**src/rtl/alarm_seq_ctrl.sv**
```systemverilog
`default_nettype none
// +----------------------------------------------------------------------------+
// | Module   : alarm_seq_ctrl                                                  |
// | Purpose  : Alarm-clock sequencer. Keeps a 24h time-of-day and an alarm     |
// |            setting, lets the user edit both through a five-state mode      |
// |            cycle, and rings / snoozes the alarm on minute ticks.           |
// | Ports    : clk, rst (sync, active-low)                                     |
// |            tick_i       - one pulse per displayed minute                   |
// |            btn_mode_i   - advance edit mode / cancel ringing               |
// |            btn_inc_i    - increment edited field, or toggle enable in RUN  |
// |            btn_snooze_i - snooze while ringing                             |
// |            disp3_o..disp0_o - BCD H1 H0 M1 M0 of time or alarm             |
// |            blink_hr_o, blink_min_o - field being edited                    |
// |            mode_o       - RUN=0 SET_HR=1 SET_MIN=2 AL_HR=3 AL_MIN=4         |
// |            alarm_en_o   - alarm armed                                      |
// |            led_o        - alarm ringing                                    |
// | Revision : 1.0 - initial release                                           |
// +----------------------------------------------------------------------------+
module alarm_seq_ctrl (
  input  logic       clk,
  input  logic       rst,
  input  logic       tick_i,
  input  logic       btn_mode_i,
  input  logic       btn_inc_i,
  input  logic       btn_snooze_i,
  output logic [3:0] disp3_o,
  output logic [3:0] disp2_o,
  output logic [3:0] disp1_o,
  output logic [3:0] disp0_o,
  output logic       blink_hr_o,
  output logic       blink_min_o,
  output logic [2:0] mode_o,
  output logic       alarm_en_o,
  output logic       led_o
);

  localparam logic [2:0] c_ST_RUN     = 3'd0;
  localparam logic [2:0] c_ST_SET_HR  = 3'd1;
  localparam logic [2:0] c_ST_SET_MIN = 3'd2;
  localparam logic [2:0] c_ST_AL_HR   = 3'd3;
  localparam logic [2:0] c_ST_AL_MIN  = 3'd4;

  localparam logic [3:0] c_RING_LAST   = 4'd9;  // 10th tick of a ring ends it
  localparam logic [2:0] c_SNOOZE_LOAD = 3'd5;

  logic [2:0]  state_q, state_d;
  logic [4:0]  tm_hr_q, tm_hr_d, al_hr_q, al_hr_d;
  logic [5:0]  tm_min_q, tm_min_d, al_min_q, al_min_d;
  logic        en_q, en_d, led_q, led_d;
  logic [3:0]  ring_q, ring_d;
  logic [2:0]  snz_q, snz_d;
  logic [15:0] disp_q, disp_d;
  logic        blink_hr_q, blink_hr_d, blink_min_q, blink_min_d;

  logic w_cancel, w_inc, w_adv, w_disarm, w_trig;

  function automatic logic [4:0] next_hr(input logic [4:0] h);
    return (h == 5'd23) ? 5'd0 : h + 5'd1;
  endfunction

  function automatic logic [5:0] next_min(input logic [5:0] m);
    return (m == 6'd59) ? 6'd0 : m + 6'd1;
  endfunction

  // Binary (0..59) to two BCD digits by repeated subtraction of ten.
  function automatic logic [7:0] to_bcd(input logic [5:0] v);
    logic [3:0] tens;
    logic [5:0] rem;
    tens = 4'd0;
    rem  = v;
    for (int k = 0; k < 5; k++) begin
      if (rem >= 6'd10) begin
        rem  = rem - 6'd10;
        tens = tens + 4'd1;
      end
    end
    return {tens, rem[3:0]};
  endfunction

  // btn_mode while ringing or snoozed only cancels; it does not step the mode.
  assign w_cancel = btn_mode_i & (led_q | (snz_q != 3'd0));
  // btn_mode takes priority over btn_inc in the same cycle.
  assign w_inc    = btn_inc_i & ~btn_mode_i;
  // Time runs everywhere except while it is being edited.
  assign w_adv    = tick_i & ((state_q == c_ST_RUN) | (state_q == c_ST_AL_HR) |
                              (state_q == c_ST_AL_MIN));
  assign w_disarm = w_inc & (state_q == c_ST_RUN) & en_q;

  // State register plus datapath and output registers
  always_ff @(posedge clk) begin
    if (!rst) begin
      state_q     <= c_ST_RUN;
      tm_hr_q     <= 5'd0;
      tm_min_q    <= 6'd0;
      al_hr_q     <= 5'd7;
      al_min_q    <= 6'd0;
      en_q        <= 1'b0;
      led_q       <= 1'b0;
      ring_q      <= 4'd0;
      snz_q       <= 3'd0;
      disp_q      <= 16'h0000;
      blink_hr_q  <= 1'b0;
      blink_min_q <= 1'b0;
    end else begin
      state_q     <= state_d;
      tm_hr_q     <= tm_hr_d;
      tm_min_q    <= tm_min_d;
      al_hr_q     <= al_hr_d;
      al_min_q    <= al_min_d;
      en_q        <= en_d;
      led_q       <= led_d;
      ring_q      <= ring_d;
      snz_q       <= snz_d;
      disp_q      <= disp_d;
      blink_hr_q  <= blink_hr_d;
      blink_min_q <= blink_min_d;
    end
  end

  // Next-state logic
  always_comb begin
    state_d = state_q;
    case (state_q)
      c_ST_RUN:     if (btn_mode_i && !w_cancel) state_d = c_ST_SET_HR;
      c_ST_SET_HR:  if (btn_mode_i && !w_cancel) state_d = c_ST_SET_MIN;
      c_ST_SET_MIN: if (btn_mode_i && !w_cancel) state_d = c_ST_AL_HR;
      c_ST_AL_HR:   if (btn_mode_i && !w_cancel) state_d = c_ST_AL_MIN;
      c_ST_AL_MIN:  if (btn_mode_i && !w_cancel) state_d = c_ST_RUN;
      default:      state_d = c_ST_RUN;
    endcase
  end

  // Time, alarm, ring and snooze datapath
  always_comb begin
    tm_hr_d  = tm_hr_q;
    tm_min_d = tm_min_q;
    al_hr_d  = al_hr_q;
    al_min_d = al_min_q;
    en_d     = en_q;
    led_d    = led_q;
    ring_d   = ring_q;
    snz_d    = snz_q;
    w_trig   = 1'b0;

    if (w_adv) begin
      tm_min_d = next_min(tm_min_q);
      if (tm_min_q == 6'd59) tm_hr_d = next_hr(tm_hr_q);
    end

    // Field edits never carry into the neighbouring field.
    if (w_inc) begin
      case (state_q)
        c_ST_RUN:     en_d     = ~en_q;
        c_ST_SET_HR:  tm_hr_d  = next_hr(tm_hr_q);
        c_ST_SET_MIN: tm_min_d = next_min(tm_min_q);
        c_ST_AL_HR:   al_hr_d  = next_hr(al_hr_q);
        c_ST_AL_MIN:  al_min_d = next_min(al_min_q);
        default:      ;
      endcase
    end

    if (led_q && tick_i) begin
      if (ring_q == c_RING_LAST) begin
        led_d  = 1'b0;
        ring_d = 4'd0;
      end else begin
        ring_d = ring_q + 4'd1;
      end
    end

    if ((snz_q != 3'd0) && tick_i) begin
      snz_d = snz_q - 3'd1;
      if (snz_q == 3'd1) begin
        led_d  = 1'b1;
        ring_d = 4'd0;
      end
    end

    if (btn_snooze_i && led_q) begin
      led_d  = 1'b0;
      ring_d = 4'd0;
      snz_d  = c_SNOOZE_LOAD;
    end

    // Only a tick can arm the ring; manual edits that land on the alarm cannot.
    w_trig = w_adv & en_d & (tm_hr_d == al_hr_d) & (tm_min_d == al_min_d);
    if (w_trig) begin
      led_d  = 1'b1;
      ring_d = 4'd0;
      snz_d  = 3'd0;
    end

    if (w_cancel || w_disarm) begin
      led_d  = 1'b0;
      ring_d = 4'd0;
      snz_d  = 3'd0;
    end
  end

  // Output decode from next-state values so registered outputs track the state
  always_comb begin
    blink_hr_d  = (state_d == c_ST_SET_HR)  || (state_d == c_ST_AL_HR);
    blink_min_d = (state_d == c_ST_SET_MIN) || (state_d == c_ST_AL_MIN);
    if ((state_d == c_ST_AL_HR) || (state_d == c_ST_AL_MIN))
      disp_d = {to_bcd({1'b0, al_hr_d}), to_bcd(al_min_d)};
    else
      disp_d = {to_bcd({1'b0, tm_hr_d}), to_bcd(tm_min_d)};
  end

  assign disp3_o     = disp_q[15:12];
  assign disp2_o     = disp_q[11:8];
  assign disp1_o     = disp_q[7:4];
  assign disp0_o     = disp_q[3:0];
  assign blink_hr_o  = blink_hr_q;
  assign blink_min_o = blink_min_q;
  assign mode_o      = state_q;
  assign alarm_en_o  = en_q;
  assign led_o       = led_q;

endmodule
`default_nettype wire

```
**config.mk**
```make
export PLATFORM = sky130hd
export DESIGN_NAME = alarm_seq_ctrl
export DESIGN_NICKNAME = d
export VERILOG_FILES = /design/src/rtl/alarm_seq_ctrl.sv
export SDC_FILE = /design/constraint.sdc
export NUM_CORES = 1
export LEC_CHECK = 0
export BUFFER_PORTS_ARGS = -buffer_cell sky130_fd_sc_hd__buf_2
export CORE_ASPECT_RATIO = 1.1
export CORE_UTILIZATION = 50
export CTS_CLUSTER_SIZE = 24
export DETAILED_ROUTE_END_ITERATION = 10
export MAX_ROUTING_LAYER = met4
export PLACE_DENSITY = 0.63
export SYNTH_ARGS = -nofsm -noshare
export SYNTH_HDL_FRONTEND = slang
export SYNTH_SLANG_ARGS = --single-unit
export TNS_END_PERCENT = 20
```
**constraint.sdc**
```tcl
create_clock -name clk -period 9.8 [get_ports clk]
set_input_delay 1.96 -clock clk [delete_from_list [all_inputs] [get_ports clk]]
set_output_delay 1.96 -clock clk [all_outputs]
set_load 0.02 [all_outputs]
```
# Word level (Yosys, flattened, before mapping)

Cells that the tools add are included.

Bits of input ports: 6
Bits in registers: 52
Output and inout port bits: 23

$add $sub $neg: 42
Bitwise logic cells: 14
Reduce and logical (&&, ||, !) cells: 15
Mux-type cells: 108
Magnitude comparators: 20
Equal/unequal tests: 16

Operators with widths:

| kind                  | count |
|---|---|
| $mux W6               | 39 |
| $mux W4               | 40 |
| $ge A6 B4 Y1 const B  | 18 |
| $sub A6 B4 Y6 const B | 14 |
| $add A4 B1 Y4 const B | 17 |
| $mux W5               | 8 |
| $mux W3               | 7 |
| $mux W16              | 1 |
| $sub A4 B4 Y4 const B | 4 |
| $pmux W3 S5           | 1 |
| $add A6 B1 Y6 const B | 2 |
| $eq A3 B2 Y1 const B  | 4 |
| $eq A6 B6 Y1 const B  | 2 |
| $mux W1               | 12 |
| $sub A5 B4 Y6 const B | 2 |
| $add A5 B1 Y5 const B | 2 |
| $eq A5 B5 Y1 const B  | 2 |
| $ge A5 B4 Y1 const B  | 2 |
| $eq A3 B1 Y1 const B  | 3 |
| $and A1 B1 Y1         | 8 |
| $eq A3 B3 Y1 const B  | 2 |
| $eq A6 B6 Y1          | 1 |
| $eq A5 B5 Y1          | 1 |
| $eq A4 B4 Y1 const B  | 1 |
| other kinds (12)      | 22 |

# Logic depth before layout (Yosys ltp)

Gate-level depths: netlist of the first run.

Word-level depth: 22
Depth in mapped cells: 37

# Worst setup path after synthesis of the first run

OpenSTA, ideal clock, no wires.

Path type: input -> register
Start: input port btn_inc_i
End: register disp_q[3]
Data required time: 9.685 ns
Stages: 35
Setup slack: 1.527 ns
Arrival time: 8.158 ns
Path through: nor2b_1 -> clkbuf_1 -> a21boi_0 -> nor2_1 -> inv_1 -> ha_1 -> inv_1 -> nor3b_1 -> a311oi_1 -> a21oi_1 -> or3_1 -> nand2_1 -> ha_1 -> a22oi_2 -> o21ai_4 -> inv_6 -> xnor2_4 -> inv_1 -> ha_1 -> nand2_1 -> and3_1 -> o311ai_4 -> mux2i_1 -> ha_1 -> and2_1 -> o311a_1 -> o21a_1 -> or2_1 -> buf_2 -> nor2_1 -> a21oi_1 -> ha_1 -> o21bai_1 -> xor2_1 -> o21a_1

Word-level cells in the longest chain between the ends: 17

RTL lines:

| item                                                 | line   | text |
|---|---|---|
| start, declared                                      | 24     | `input logic btn_inc_i,` |
| $and A1 B1 Y1 (*)                                    | 83     | `assign w_inc = btn_inc_i & ~btn_mode_i;` |
| $mux W6 (*)                                          | 151    | `if (w_inc) begin` |
| via al_min_d[1]                                      | 48     | `logic [5:0] tm_min_q, tm_min_d, al_min_q, al_min_d;` |
| $sub A6 B4 Y6 / $ge A6 B4 Y1 (equally long branches) | 73, 72 |  |
| $mux W6 (*)                                          | 72     | `if (rem >= 6'd10) begin` |
| $mux W6 (*)                                          | 204    | `if ((state_d == c_ST_AL_HR) \|\| (state_d == c_ST_AL_MIN))` |
| $sub A6 B4 Y6 / $ge A6 B4 Y1 (equally long branches) | 73, 72 |  |
| $mux W6 (*)                                          | 72     |  |
| (+2 left out)                                        | n/a    |  |
| $mux W6 (*)                                          | 72     |  |
| $mux W6 (*)                                          | 204    |  |
| $sub A6 B4 Y6 / $ge A6 B4 Y1 (equally long branches) | 73, 72 |  |
| $mux W6 (*)                                          | 72     |  |
| $mux W6 (*)                                          | 204    |  |
| $ge A6 B4 Y1 / $sub A4 B4 Y4 (equally long branches) | 72, 73 |  |
| $mux W4 (*)                                          | 72     |  |
| $mux W16 (*)                                         | 204    |  |
| end signal, assigned                                 | 114    | `disp_q <= disp_d;` |
| end, declared                                        | 52     | `logic [15:0] disp_q, disp_d;` |

The timed path passes the listed nets; every way through them passes the cells marked *. The select of a mux whose other input is x is not followed.
A chain may end at the register's enable or synchronous reset.

# Worst setup path in the final report of the first run

Start: input port btn_inc_i
End: register disp_q[2]

Same word-level chain as after synthesis.

==> results of run 1 <==
==> sequential cells by signal, summed over array words and instances, names as in the netlist <==
name and count:
mode_o 3, ring_q 4, al_min_q 6, tm_min_q 6, blink_min_o 1, snz_q 3, tm_hr_q 5, al_hr_q 5
led_o 1, disp_q 16, alarm_en_o 1, blink_hr_o 1
==> path summary, 6_finish.rpt <==
check	end	slack, ps
worst max-delay path	disp_q[2]$_SDFF_PN0_	740
worst min-delay path	ring_q[3]$_SDFF_PP0_	500
worst max register to register	disp_q[2]$_SDFF_PN0_	1750
worst min register to register	ring_q[3]$_SDFF_PP0_	500
==> Yosys cell counts, types with 5 or more instances <==
master and n:
a21o_1 8, ha_1 48, a22oi_1 7, nand3b_1 5, and2_1 14, buf_2 9, nor3_1 19, or2_2 5
o21ai_1 9, o22ai_1 10, nor4_1 7, mux2_2 10, nor2b_1 9, o211ai_1 15, and3_1 13, o221ai_1 7
buf_6 5, xnor2_1 36, a211o_1 7, nor3b_1 8, a22oi_2 5, nand2b_1 9, nand2_1 90, mux2i_1 16
o21a_1 12, xor2_1 24, o31a_1 6, clkbuf_1 18, or3_1 6, dfxtp_1 52, nand3_1 33, o31ai_1 7
a31o_2 6, a21oi_1 42, nand4_1 14, o211a_1 5, a31oi_1 13, o21bai_1 5, nor2_1 82, a211oi_1 16
o21ai_0 44, or2_1 6, inv_1 44
==> kinds of logic after synthesis <==
logic type	count (synthesis)	share of synthesized area, %
compound gates	301	33.4
xor+xnor	63	8.45
buf+inv	83	5.26
simple gates	347	25.2
fa+ha+maj	48	8.50
mux	29	4.46
flops	52	14.7
==> cell type report <==
cell class / count / area [µm²]
Sequential cell: 52 / 1040
Multi-Input combinational cell: 788 / 5650
Clock buffer: 6 / 129
Timing Repair Buffer: 33 / 178
Tap cell: 188 / 235
Fill cell: 1374 / 6320
Clock inverter: 2 / 38.8
Inverter: 50 / 195
==> power by group <==
part	internal (mW)	switching, mW
combinational	0.122	0.226
sequential	0.235	0.0298
clock	0.122	0.0851
total	0.479	0.341
==> critical path, delay by kind of cell <==
family | cells | cell delay, ps
compound gates | 11 | 3000
xor+xnor | 1 | 190
fa+ha+maj | 4 | 910
buf+inv | 4 | 390
mux | 2 | 520
simple gates | 10 | 2310
==> metal layers <==
metal / vias to the layer above / GRT usage [%] / wire, µm
met4: 0 / 8.33 / 395
met2: 170 / 42.6 / 8800
met5: - / - / 0
li1: 3476 / - / -
met1: 3318 / 35.3 / 8680
met3: 27 / 2.91 / 674
==> stage by stage <==
stage | std cells | setup slack (ps)
after detailed placement | 1111 | 558
after CTS | 1119 | 814
after global placement | 1111 | 753
after floorplan | 923 | 1530
after global routing | 1119 | 117
final | 1119 | 740
==> results.toml, run 1 <==
[cells_and_area]
diodes = 0
syn_to_final_growth_pct = 5.72
final_cell_area_um2 = 7470
fin_util_pct = 54.2
drive_gt1_share_pct = 12.9
fin_nets = 984
layout_common_cells = "90 x nand2_1, 82 x nor2_1, 52 x dfxtp_1"
final_common_cell = "nand2_1"

[cts]
cts_buffer_depth = 2
ctsResizeCount = 0
clk_pin_slew_ps = 70
cts_tree = "built"
cts_setup_buffers = 0
htree_num_levels = 2
root_buffer = "clkbuf_16"
cts_inserted_buffers = 5
clock-sinks = 52
cts-hold-fix-buffers = 0
clk_latency_ps = 300

[setup_path]
critical-path-slowest-cell = "a311oi_1"
cp.required_ps = 10020
crit_start = "btn_inc_i"
cp-start-kind = "input port"
ff2ff_path_depth = 32
cpPeakStageDelay_ps = 570
critPathKind = "in -> reg"
arrival_ps = 9280
cp_common_cell = "ha_1"
crit_path_end_kind = "register"
cp_max_fo = 9
reg2reg_from = "mode_o[0]$_SDFF_PN0_"

[min_path]
min_from = "ring_q[3]$_SDFF_PP0_"
whs_path_depth = 2
hold_path.class = "reg -> reg"

[floorplan]
coreArea_um2 = 13800
pin_count = 29
dieWidth_um = 115
fp.dieH_um = 127
rows = 45
fp.dieArea_um2 = 14600
initial_utilization_pct = 51.2

[grt]
grt_pass1_wl_um = 31300
grt_antenna_before_repair = 0
first_global_vias = 6459
grt_max_degree = 25
grt-ovfl-total = 0
grtUsageTotal_pct = 26.8

[routing]
drt-wirelength-per-cell_um = 16.6
vias = 6991
routed_via_density = 6.25
drt_iter0_drc = 437
routed_wl_um = 18600
drtPass1Iterations = 5
drcViolationCount = 0
antenna_left = 0

[logic_synthesis]
synth_edf_count = 0
syn_area_um2 = 7070
synthDistinctLibCells = 116
synth_area_leaders = "dfxtp_1 15%, ha_1 8.5%, nand2_1 4.8%"
ys_ff_latch = 52
synth_nets = 977
ys.flop_type = "dfxtp_1"
syn_inst = 923
seq_area_frac_synth_pct = 14.7
synthArstFlopShare_pct = 0
yosysWarningCount = 0
postSynthAreaPerCell_um2 = 7.66
synth_top_area_share_pct = 14.7
yosys.area.top_type = "dfxtp_1"

[timing]
post-route-min-period_ps = 9060
finalCritPeriodShare_pct = 92.5
finalSetupViolCount = 0
skew_ps = 5.80
slew-limit-headroom_pct = 32.7
finalMaxSlewViolations = 0
tightestPinTransition_ps = 996
rsz0062_at_grt = "false"
hold_viol_final = 0
fin_tns_setup_ps = 0
max_freq_mhz = 110
hold_ws_ps = 497

[power]
power.leakage_nw = 2.89
power.density_nw_per_um2 = 110
total_power_uw = 820
vdd_ir_drop_max_mv = 0.0661

[placed_design]
port_buffers = 28
routabilityCongestion = 0.929
place_hpwl_um = 14600
place_area_um2 = 7300

[job]
maxCapViolCount = 0

[outcome]
status = "completed"
Power figures use the tool's default switching activity.
==> run 2: changes to the inputs <==
--- a/config.mk
+++ b/config.mk
@@ -5,7 +5,8 @@
 export SDC_FILE = /design/constraint.sdc
 export NUM_CORES = 1
 export LEC_CHECK = 0
-export BUFFER_PORTS_ARGS = -buffer_cell sky130_fd_sc_hd__buf_2
+export BUFFER_PORTS_ARGS = -buffer_cell sky130_fd_sc_hd__buf_4
+export CAP_MARGIN = 20
 export CORE_ASPECT_RATIO = 1.1
 export CORE_UTILIZATION = 50
 export CTS_CLUSTER_SIZE = 24
==> results.toml, run 2 (synthesized netlist as in run 1, its figures left out) <==
[outcome]
status = "completed"

[setup_path]
regToRegSetupSlack_ps = 1630
critical-path-slowest-cell = "mux2i_1"
cp.buffers_inverters = 4
critical-path-top-delay-family = "compound AO/OA/AOI/OAI gates"
crit_path_end_kind = "register"
cp-start-kind = "input port"
cp.required_ps = 10030
cp_max_fo = 9
cp_common_cell = "ha_1"
critPathKind = "in -> reg"
arrival_ps = 9290
cpPeakStageDelay_ps = 510

[power]
pwr-share-comb_pct = 40.7
vdd_ir_drop_max_mv = 0.0653
p_seq_share_pct = 30.1
pwr-share-clk_pct = 29.2
switching_power_uw = 343
swShare_pct = 39.0
power.leakage_nw = 2.92
intPower_uw = 538
power.density_nw_per_um2 = 116

[placed_design]
place_hpwl_um = 14700
port_buffers = 28
routabilityCongestion = 0.929
preCtsSetupSlack_ps = 532

[grt]
grtUsageTotal_pct = 26.7
first_global_vias = 6472
grt_max_degree = 25
grt_antenna_before_repair = 0
grt_pass1_wl_um = 30900
grt-ovfl-total = 0

[timing]
fin_tns_setup_ps = 0
hold_viol_final = 0
finalCritPeriodShare_pct = 92.5
post-route-min-period_ps = 9070
max_freq_mhz = 110
slew-limit-headroom_pct = 37.6
finalMaxSlewViolations = 0
hold_ws_ps = 501
tightestPinTransition_ps = 925
skew_ps = 8.73
finalSetupViolCount = 0
setup_ws_ps = 732
rsz0062_at_grt = "false"

[cells_and_area]
top_register = "disp_q"
layout_common_cells = "90 x nand2_1, 82 x nor2_1, 52 x dfxtp_1"
syn_to_final_growth_pct = 7.38
multi_input_area_um2 = 5650
layout.area.seq_um2 = 1040
final_common_cell = "nand2_1"
diodes = 0
top_regs = "disp_q x16, al_min_q x6, tm_min_q x6"
fillers = 1335
drive_gt1_share_pct = 13.0
fin_util_pct = 55.0
fin_nets = 984
largest_reg_flops = 16

[cts]
htree_num_levels = 2
cts_setup_buffers = 0
clk_pin_slew_ps = 70
cts-hold-fix-buffers = 0
cts_tree = "built"
root_buffer = "clkbuf_16"
cts_inserted_buffers = 5
clk_latency_ps = 300
cts_buffer_depth = 2
ctsResizeCount = 0
clock-sinks = 52

[routing]
vias = 7045
routed_via_density = 6.30
drtPass1Iterations = 5
drt-wirelength-per-cell_um = 16.9
antenna_left = 0
routed_wl_um = 18900
drt_iter0_drc = 463
drcViolationCount = 0

[floorplan]
fp.dieArea_um2 = 14600
dieWidth_um = 115
fp.dieH_um = 127
pin_count = 29
rows = 45
initial_utilization_pct = 51.2
coreArea_um2 = 13800

[job]
maxCapViolCount = 0

[min_path]
hold_path.class = "reg -> reg"
-- run 2: cell count changes in the layout (fill, tap and decap cells not counted), sizes merged --
cell / before / now
inv: 51 / 50
clkbuf: 6 / 5
bufinv: 1 / 3
-- run 2: path summary, 6_finish.rpt --
kind / endpoint / depth (start not counted) / startpoint
max: disp_q[2]$_SDFF_PN0_ / 33 / btn_mode_i
min: ring_q[3]$_SDFF_PP0_ / 2 / ring_q[3]$_SDFF_PP0_
max reg2reg: disp_q[2]$_SDFF_PN0_ / 32 / mode_o[0]$_SDFF_PN0_
min reg2reg: ring_q[3]$_SDFF_PP0_ / 2 / ring_q[3]$_SDFF_PP0_
-- run 2: worst register-to-register path, delay by kind of cell, from the launching register on --
kind            cells  cell delay (ps)
compound gates     12             2900
simple gates        9             2150
mux                 4             1270
fa+ha+maj           4             1010
flops               1              490
buf+inv             3              250
-- run 2: metal layers --
metal	GRT usage, %	vias to the layer above	routed length (µm)
li1	-	3494	-
met1	34.7	3372	9010
met2	43.5	155	8950
met3	2.96	24	628
met4	7.41	0	321
met5	-	-	0
-- run 2: power by group through the flow --
stage	clock (mW)	combinational, mW	sequential, mW
final	0.258	0.358	0.265
after global routing	0.270	0.395	0.269
after CTS	0.261	0.358	0.265
after detailed placement	0	0.354	0.270
after global placement	0	0.346	0.269
after floorplan	0	0.259	0.273
-- run 2: cell type report --
| class | instances | area share [%] |
|---|---|---|
| clock buffers | 5 | 1.65 |
| clock inverters | 3 | 1.19 |
| inverters | 50 | 2.57 |
| multi-input cells | 788 | 74.5 |
| flip-flops and latches | 52 | 13.7 |
| well taps | 188 | 3.10 |
| repair buffers | 33 | 3.26 |
-- run 2: metrics by stage --
| step | total power, mW | instance area (µm²) | cells |
|---|---|---|---|
| after detailed placement | 0.624 | 7370 | 1111 |
| after CTS | 0.883 | 7590 | 1119 |
| after global placement | 0.615 | 7370 | 1111 |
| after global routing | 0.934 | 7590 | 1119 |
| after floorplan | 0.532 | 7070 | 923 |
| final | 0.882 | 7590 | 1119 |
